**config.mk**
```make
export PLATFORM = sky130hd
export DESIGN_NAME = serial_pattern_gen
export DESIGN_NICKNAME = d
export VERILOG_FILES = /design/src/rtl/serial_pattern_gen.sv
export SDC_FILE = /design/constraint.sdc
export NUM_CORES = 1
export LEC_CHECK = 0
export ABC_CLOCK_PERIOD_IN_PS = 2700
export CAP_MARGIN = 20
export CORE_MARGIN = 3
export CORE_UTILIZATION = 48
export CTS_CLUSTER_DIAMETER = 60
export DETAILED_ROUTE_END_ITERATION = 16
export GPL_TIMING_DRIVEN = 0
export PLACE_DENSITY = 0.71
export SYNTH_ARGS = -nofsm -noshare
export SYNTH_HDL_FRONTEND = slang
export SYNTH_SLANG_ARGS = --single-unit
```
**constraint.sdc**
```tcl
create_clock -name Clock -period 2.7 [get_ports Clock]
set_input_delay 0.54 -clock Clock [delete_from_list [all_inputs] [get_ports Clock]]
set_output_delay 0.54 -clock Clock [all_outputs]
set_load 0.05 [all_outputs]
```
**src/rtl/serial_pattern_gen.sv**
```systemverilog
// serial_pattern_gen: loads a parallel pattern and shifts it out one bit
// per clock on w, with optional repeats separated by a one-cycle gap.
//
// Ports:
//   Clock    rising-edge clock
//   Resetn   synchronous active-low reset
//   start    transfer request, sampled only in IDLE
//   pattern  bits to send (low len_eff bits used)
//   len      bits per transmission (0 or >WIDTH means WIDTH)
//   rep      extra repetitions (total = rep+1)
//   w        serial data bit (0 outside SHIFT)
//   w_valid  w carries a pattern bit
//   busy     state != IDLE
//   done     one-cycle pulse after the final bit
//   ht       state code: IDLE=00 SHIFT=01 GAP=10 DONE=11
//
// Build option: SERIAL_PATTERN_LSB_FIRST_EN selects LSB-first bit order
// (default is MSB-first over the used field).
module serial_pattern_gen #(
    parameter int WIDTH = 8,
    parameter int LEN_W = 4,
    parameter int REP_W = 4
) (
    input  logic             Clock,
    input  logic             Resetn,
    input  logic             start,
    input  logic [WIDTH-1:0] pattern,
    input  logic [LEN_W-1:0] len,
    input  logic [REP_W-1:0] rep,
    output logic             w,
    output logic             w_valid,
    output logic             busy,
    output logic             done,
    output logic [2:1]       ht
);

    typedef enum logic [1:0] {
        IDLE  = 2'b00,
        SHIFT = 2'b01,
        GAP   = 2'b10,
        DONE  = 2'b11
    } state_t;

    state_t           state_q;
    state_t           state_nx;
    logic [WIDTH-1:0] pat_q;
    logic [WIDTH-1:0] sh_q;
    logic [LEN_W-1:0] lm1_q;
    logic [LEN_W-1:0] cnt_q;
    logic [REP_W-1:0] rep_q;
    logic [LEN_W-1:0] len_eff;
    logic [WIDTH-1:0] aligned;
    logic [WIDTH-1:0] sh_next;
    logic             cur_bit;
    logic             last;

    always_comb begin
        len_eff = len;
        if (len == '0 || len > LEN_W'(WIDTH)) begin
            len_eff = LEN_W'(WIDTH);
        end
    end

`ifdef SERIAL_PATTERN_LSB_FIRST_EN
    // LSB-first: bit 0 sits at the output end already.
    assign aligned = pattern;
    assign sh_next = {1'b0, sh_q[WIDTH-1:1]};
    assign cur_bit = sh_q[0];
`else
    // MSB-first: move pattern[len_eff-1] up to the top bit so the
    // register always shifts out of bit WIDTH-1.
    assign aligned = pattern << (LEN_W'(WIDTH) - len_eff);
    assign sh_next = {sh_q[WIDTH-2:0], 1'b0};
    assign cur_bit = sh_q[WIDTH-1];
`endif

    assign last = (cnt_q == '0);

    always_ff @(posedge Clock) begin
        if (!Resetn) begin
            state_q <= IDLE;
        end else begin
            state_q <= state_nx;
        end
    end

    always_comb begin
        state_nx = state_q;
        w        = 1'b0;
        w_valid  = 1'b0;
        busy     = 1'b1;
        done     = 1'b0;
        ht       = state_q;
        unique case (state_q)
            IDLE: begin
                busy = 1'b0;
                if (start) begin
                    state_nx = SHIFT;
                end
            end
            SHIFT: begin
                w       = cur_bit;
                w_valid = 1'b1;
                if (last) begin
                    state_nx = (rep_q == '0) ? DONE : GAP;
                end
            end
            GAP: begin
                state_nx = SHIFT;
            end
            DONE: begin
                done     = 1'b1;
                state_nx = IDLE;
            end
            default: begin
                state_nx = IDLE;
            end
        endcase
    end

    always_ff @(posedge Clock) begin
        if (!Resetn) begin
            pat_q <= '0;
            sh_q  <= '0;
            lm1_q <= '0;
            cnt_q <= '0;
            rep_q <= '0;
        end else begin
            unique case (state_q)
                IDLE: begin
                    if (start) begin
                        pat_q <= aligned;
                        sh_q  <= aligned;
                        lm1_q <= len_eff - LEN_W'(1);
                        cnt_q <= len_eff - LEN_W'(1);
                        rep_q <= rep;
                    end
                end
                SHIFT: begin
                    if (last) begin
                        // Reload here so the gap cycle needs no datapath work.
                        if (rep_q != '0) begin
                            rep_q <= rep_q - REP_W'(1);
                            sh_q  <= pat_q;
                            cnt_q <= lm1_q;
                        end
                    end else begin
                        sh_q  <= sh_next;
                        cnt_q <= cnt_q - LEN_W'(1);
                    end
                end
                default: begin
                end
            endcase
        end
    end

endmodule

```
==> impl_metrics.env, run 1 <==
export IMPL_ys_flop_type="dfxtp_1"
export IMPL_met3_usage=0.0438
export IMPL_vdd_ir_drop_max_mv=0.506
export IMPL_htreeDepth=2
export IMPL_synth_edf_count=0
export IMPL_synth_top_cell_area_share=0.317
export IMPL_slew_headroom=0.532
export IMPL_crit_required_ns=2.88
export IMPL_synth_ff_latch_count=30
export IMPL_synth_common_cells="30 x dfxtp_1, 21 x nand2_1, 18 x a21oi_1, 14 x o21ai_0, 13 x mux2i_1"
export IMPL_grt_util_met1=0.298
export IMPL_cts_path_max_buffers=2
export IMPL_post_cts_buffers=0
export IMPL_cts_hold_buffers=0
export IMPL_fin_nets=274
export IMPL_drc=0
export IMPL_holdWs_ns=0.471
export IMPL_core_area_um2=3740
export IMPL_dr_pass1_iters=4
export IMPL_total_power_mw=1.87
export IMPL_dp_hpwl_mm=3.57
export IMPL_io_pins=25
export IMPL_clock_latency_ns=0.28
export IMPL_synth_simple_area_share=0.203
export IMPL_cts_buffers=5
export IMPL_io_buffer_count=24
export IMPL_dieWidth_um=68.8
export IMPL_avgViaCountPerCell=5.81
export IMPL_startpoint_type="input pin"
export IMPL_synthArstFlopShare=0
export IMPL_fin_area_um2=2380
export IMPL_met2_usage=0.381
export IMPL_r2r_end="sh_q[0]$_SDFFE_PN0P_"
export IMPL_cellLeakagePower_nw=0.982
export IMPL_rsz0062_at_grt="no"
export IMPL_p_per_area_nw_per_um2=786
export IMPL_fin_tns_setup_ns=0
export IMPL_clkSlewWorstSetupHoldPaths_ns=0.07
export IMPL_synthMuxAreaShare=0.114
export IMPL_cts_sinks=30
export IMPL_worstPathArrival_ns=2.77
export IMPL_syn_area_um2=1890
export IMPL_seq_area_frac_synth=0.317
export IMPL_r2r_worst_path_cells=8
export IMPL_final_core_util=0.635
export IMPL_cp_max_fo=9
export IMPL_routed_wl_mm=4.87
export IMPL_worstReg2RegStart="cnt_q[0]$_SDFFE_PN0P_"
export IMPL_final_setup_skew_ns=0.00794
export IMPL_grt_ovfl_total=0
export IMPL_max_freq_mhz=387
export IMPL_r2r_slack_ns=0.35
export IMPL_fillers=344
export IMPL_synth_distinct_cells=53
export IMPL_drt_iter0_drc=77
export IMPL_crit_path_start="len[0]"
export IMPL_hold_violations=0
export IMPL_report_final_slew_viol_count=0
export IMPL_hold_path_class="flip-flop to flip-flop"
export IMPL_ys_top_cells_by_area="dfxtp_1 32%, mux2i_1 6.9%, a21oi_1 4.8%, nand2_1 4.2%, o211a_1 3.7%"
export IMPL_n_antenna_cell=0
export IMPL_critical_path_class="input pin to flip-flop"
export IMPL_syn_nets=243
export IMPL_syn_inst=221
export IMPL_setup_viol=0
export IMPL_fin_crit_ns=2.58
export IMPL_chipHeight_um=68.8
export IMPL_num_rows=22
export IMPL_ys_warn_count=0
export IMPL_grt_pass1_vias=1642
export IMPL_drtAntennaViolNets=0
export IMPL_yosysMostFrequentCell="dfxtp_1"
export IMPL_track_usage=0.228
export IMPL_synth_avg_cell_area_um2=8.57
export IMPL_endpoint="sh_q[6]$_SDFFE_PN0P_"
export IMPL_placed_area_um2=2190
export IMPL_wire_per_inst_um=16.2
export IMPL_synthAdderAreaFrac=0.0198
export IMPL_cts_resized_gates=9
export IMPL_drive_above_1_share=0.166
export IMPL_tightest_slew_ns=0.693
export IMPL_synth_compound_area_frac=0.264
export IMPL_gr_max_usage_layer="met2"
export IMPL_grt_max_degree=11
export IMPL_outcome="finished clean"
export IMPL_via_count=1748
export IMPL_initial_utilization=0.506
export IMPL_cts_tree="built"
export IMPL_critPathCaptureType="flip-flop"
export IMPL_period_share=0.957
export IMPL_antenna_found_initial=0
export IMPL_syn2layout_area_growth_pct=25.5
export IMPL_synth_top_area_cell="dfxtp_1"
export IMPL_synth_xor_area_share=0.0218
export IMPL_gp_congestion=0.875
export IMPL_die_area_um2=4730
export IMPL_cts_root_buf="clkbuf_8"
export IMPL_synth_top_family_by_area="compound AO/OA/AOI/OAI gates"
export IMPL_grt_pass1_wl_mm=7.96
export IMPL_maxCapViolations=0
-- flip-flops by register name, indices dropped and copies added, names as in the netlist --
| register | flops |
|---|---|
| ht | 2 |
| lm1_q | 4 |
| sh_q | 8 |
| pat_q | 8 |
| cnt_q | 4 |
| rep_q | 4 |
-- per-stage QoR --
| stage | setup slack (ns) | cells |
|---|---|---|
| after floorplan | 0.244 | 221 |
| after global placement | -0.633 | 293 |
| after detailed placement | -0.632 | 293 |
| after CTS | 0.0530 | 301 |
| after global routing | 0.000959 | 301 |
| final | 0.117 | 301 |
-- worst min-delay path by stage --
stage	startpoint	endpoint	cells after the start
finish	pat_q[0]$_SDFFE_PN0P_	pat_q[0]$_SDFFE_PN0P_	2
global route	pat_q[1]$_SDFFE_PN0P_	pat_q[1]$_SDFFE_PN0P_	2
CTS	pat_q[0]$_SDFFE_PN0P_	pat_q[0]$_SDFFE_PN0P_	2
detailed placement	pat_q[7]$_SDFFE_PN0P_	pat_q[7]$_SDFFE_PN0P_	2
global placement	pat_q[7]$_SDFFE_PN0P_	pat_q[7]$_SDFFE_PN0P_	2
floorplan	pat_q[7]$_SDFFE_PN0P_	pat_q[7]$_SDFFE_PN0P_	2
-- cell families (layout without fill, tap and decap cells) --
logic type      count (synthesis)  after routing
xor+xnor                        3              3
compound gates                 73             73
simple gates                   70             70
flops                          30             30
mux                            20             20
buf+inv                        22             54
fa+ha+maj                       3              3
-- metal layers --
layer | routed length, um | vias up
li1 | - | 882
met1 | 2220 | 827
met2 | 2440 | 34
met3 | 180 | 5
met4 | 35 | 0
met5 | 0 | -
-- where the power goes --
group	switching, mW	internal [mW]	total [mW]	leakage (nW)
sequential	0.0604	0.522	0.582	0.247
clock	0.178	0.394	0.572	0.0714
combinational	0.418	0.296	0.715	0.663
total	0.657	1.21	1.87	0.982
-- area by class of cell --
type / count / area, um2 / share of cell area
buffer: 13 / 80.1 / 0.0337
multi-input combinational: 169 / 1220 / 0.514
timing repair buffer: 24 / 233 / 0.0979
clock buffer: 6 / 82.6 / 0.0348
tap: 48 / 60.1 / 0.0253
clock inverter: 2 / 60.1 / 0.0253
sequential: 30 / 602 / 0.253
inverter: 9 / 37.5 / 0.0158
-- critical path, cell delays in order --
cell	delay, ns
dlygate4sd2_1	0.26
nor2b_2	0.17
buf_6	0.15
inv_4	0.08
ha_2	0.33
buf_6	0.14
mux2_2	0.36
a21oi_4	0.20
mux2_2	0.20
a21oi_1	0.08
a31o_2	0.24
-- layout by cell type (no fill, tap or decap), types with 3 or more instances in the layout --
cell type         n
dfxtp_1          29
clkbuf_8          6
clkdlybuf4s50_1  20
a21oi_1          17
and2_1            4
nor2b_1           4
o21ai_0          14
nor2_1           10
o211ai_1          6
clkbuf_1          5
nand3_1           5
mux2_2            5
nand2b_1          4
buf_2             4
o31ai_1           4
a21boi_0          5
nand4_1           3
nand2_1          21
buf_6             3
nor3_1            6
mux2i_1          13
inv_1             7
a31o_2            3
and3_1            4
o211a_1           7
No activity file was read; power rests on OpenSTA's default activity.
==> run 2: changes to the inputs <==
CELL_PAD_IN_SITES_DETAIL_PLACEMENT = 1   (was not set)
CELL_PAD_IN_SITES_GLOBAL_PLACEMENT = 1   (was not set)
CORE_UTILIZATION = 41   (was 48)
PLACE_DENSITY = not set   (was 0.71)
PLACE_DENSITY_LB_ADDON = 0.1   (was not set)
==> run 2 against run 1 <==
Non-clock buffer count unchanged; routed wire length up 14%; via count up 2.5%; fmax up 1.7%; critical path type is now flip-flop to output pin; critical endpoint is now w_valid; largest power group unchanged.
==> impl_metrics.env, run 2 (same netlist as run 1, synthesis figures left out) <==
export IMPL_dr_pass1_iters=4
export IMPL_worstPathArrival_ns=2.00
export IMPL_grt_pass1_wl_mm=9.02
export IMPL_chipHeight_um=74.0
export IMPL_layout_cells_non_filler=305
export IMPL_max_freq_mhz=394
export IMPL_grt_max_degree=11
export IMPL_report_final_slew_viol_count=0
export IMPL_die_area_um2=5470
export IMPL_vdd_ir_drop_max_mv=0.208
export IMPL_hold_violations=0
export IMPL_grt_ovfl_total=0
export IMPL_maxCapViolations=0
export IMPL_cts_hold_buffers=0
export IMPL_placedCellCount=297
export IMPL_syn2layout_area_growth_pct=23.1
export IMPL_n_antenna_cell=0
export IMPL_cellLeakagePower_nw=0.963
export IMPL_io_pins=25
export IMPL_core_area_um2=4410
export IMPL_rsz0062_at_grt="no"
export IMPL_largest_registers="pat_q x8, sh_q x8"
export IMPL_fin_area_um2=2330
export IMPL_final_common_cell="dfxtp_1"
export IMPL_drc=0
export IMPL_critPathCaptureType="output pin"
export IMPL_antenna_found_initial=0
export IMPL_drt_iter0_drc=73
export IMPL_cts_path_max_buffers=2
export IMPL_worstPathCellList="nand2b_1 > buf_4 > clkinv_2 > buf_2 > dlygate4sd2_1"
export IMPL_max_stage_delay_ns=0.56
export IMPL_num_rows=24
export IMPL_via_count=1791
export IMPL_startpoint_type="flip-flop"
export IMPL_dieWidth_um=74.0
export IMPL_final_cell_mix="29 x dfxtp_1, 21 x nand2_1, 20 x clkdlybuf4s50_1, 17 x a21oi_1, 14 x o21ai_0"
export IMPL_outcome="finished clean"
export IMPL_period_share=0.940
export IMPL_cts_root_buf="clkbuf_8"
export IMPL_grt_pass1_vias=1759
export IMPL_total_power_mw=1.70
export IMPL_hold_path_class="flip-flop to flip-flop"
export IMPL_tightest_slew_ns=0.631
export IMPL_track_usage=0.216
export IMPL_fin_crit_ns=2.54
export IMPL_clkSlewWorstSetupHoldPaths_ns=0.06
export IMPL_cts_buffers=5
export IMPL_gp_congestion=0.794
export IMPL_p_per_area_nw_per_um2=730
export IMPL_dr_wl_met2_mm=2.67
export IMPL_slowest_stage="dlygate4sd2_1"
export IMPL_routed_wl_mm=5.55
export IMPL_dp_hpwl_mm=4.00
export IMPL_htreeDepth=2
export IMPL_placed_area_um2=2200
export IMPL_io_buffer_count=24
export IMPL_met1_length_mm=2.59
export IMPL_wire_per_inst_um=18.2
export IMPL_met3_length_um=231
export IMPL_fin_nets=274
export IMPL_avgViaCountPerCell=5.87
export IMPL_initial_utilization=0.429
export IMPL_cts_sinks=30
export IMPL_cp_max_fo=10
export IMPL_critPathTopFamily="buffers and inverters"
export IMPL_final_core_util=0.528
export IMPL_slew_headroom=0.574
export IMPL_crit_required_ns=2.16
export IMPL_final_setup_skew_ns=0.00748
export IMPL_cts_tree="built"
export IMPL_critical_path_class="flip-flop to output pin"
export IMPL_clock_latency_ns=0.28
export IMPL_setup_viol=0
export IMPL_drive_above_1_share=0.166
export IMPL_critPathBufInv=4
export IMPL_drtAntennaViolNets=0
export IMPL_highest_layer="met4"
## run 2: changes by cell type in the layout (fill, tap and decap cells not counted)
cell	previous run	this run
clkinv_2	1	2
clkdlybuf4s15_1	1	0
bufinv_16	2	0
nor2b_4	1	2
nor2b_2	1	0
clkbuf_2	1	2
clkbuf_1	5	6
## run 2: worst paths after layout
path,start,endpoint,slack [ns],cells past startpoint
hold / removal,pat_q[1]$_SDFFE_PN0P_,pat_q[1]$_SDFFE_PN0P_,0.47,2
setup / recovery,ht[1]$_SDFFE_PN0P_,w_valid,0.16,5
hold reg to reg,pat_q[1]$_SDFFE_PN0P_,pat_q[1]$_SDFFE_PN0P_,0.47,2
setup reg to reg,cnt_q[0]$_SDFFE_PN0P_,sh_q[0]$_SDFFE_PN0P_,0.30,8
## run 2: stage by stage
| step | setup TNS (ns) | setup WS, ns | hold slack, ns |
|---|---|---|---|
| finish | 0 | 0.161 | 0.471 |
| global route | 0 | 0.0511 | 0.496 |
| CTS | 0 | 0.0368 | 0.470 |
| detailed placement | -5.76 | -0.563 | 0.461 |
| global placement | -5.05 | -0.575 | 0.449 |
| floorplan | 0 | 0.244 | 0.437 |
## run 2: timing repair
item                       CTS  global route
setup buffers                0             0
resized for setup           13             5
setup endpoints to repair   12             2
pin swaps                    0             0
## run 2: worst register-to-register path: stages (launching register included)
cell,delay [ns]
dfxtp_1,0.41
inv_1,0.07
ha_1,0.24
nor3b_1,0.15
buf_2,0.20
a41oi_1,0.58
buf_2,0.36
nand3_1,0.14
o211a_1,0.15
## run 2: layer usage
layer	global-route usage	up-vias
li1	-	874
met1	0.283	871
met2	0.362	39
met3	0.0351	7
met4	0.0724	0
met5	0	-
## run 2: power breakdown
group | switching (mW) | total (mW) | internal [mW]
clock | 0.176 | 0.381 | 0.206
combinational | 0.438 | 0.734 | 0.296
sequential | 0.0637 | 0.585 | 0.522
total | 0.678 | 1.70 | 1.02
## run 2: layout make-up
class / instances / area [um2]
Multi-Input combinational cell: 169 / 1230
Fill cell: 537 / 2080
Timing Repair Buffer: 24 / 228
Sequential cell: 30 / 602
Tap cell: 52 / 65.1
Buffer: 13 / 80.1
Clock buffer: 7 / 86.3
Inverter: 9 / 37.5
Clock inverter: 1 / 5.00
==> run 3: changes to the inputs <==
CTS_CLUSTER_SIZE = 12   (was not set)
==> results of run 3 <==
Same layout as run 2: the final DEF is identical, and so are final timing and power.
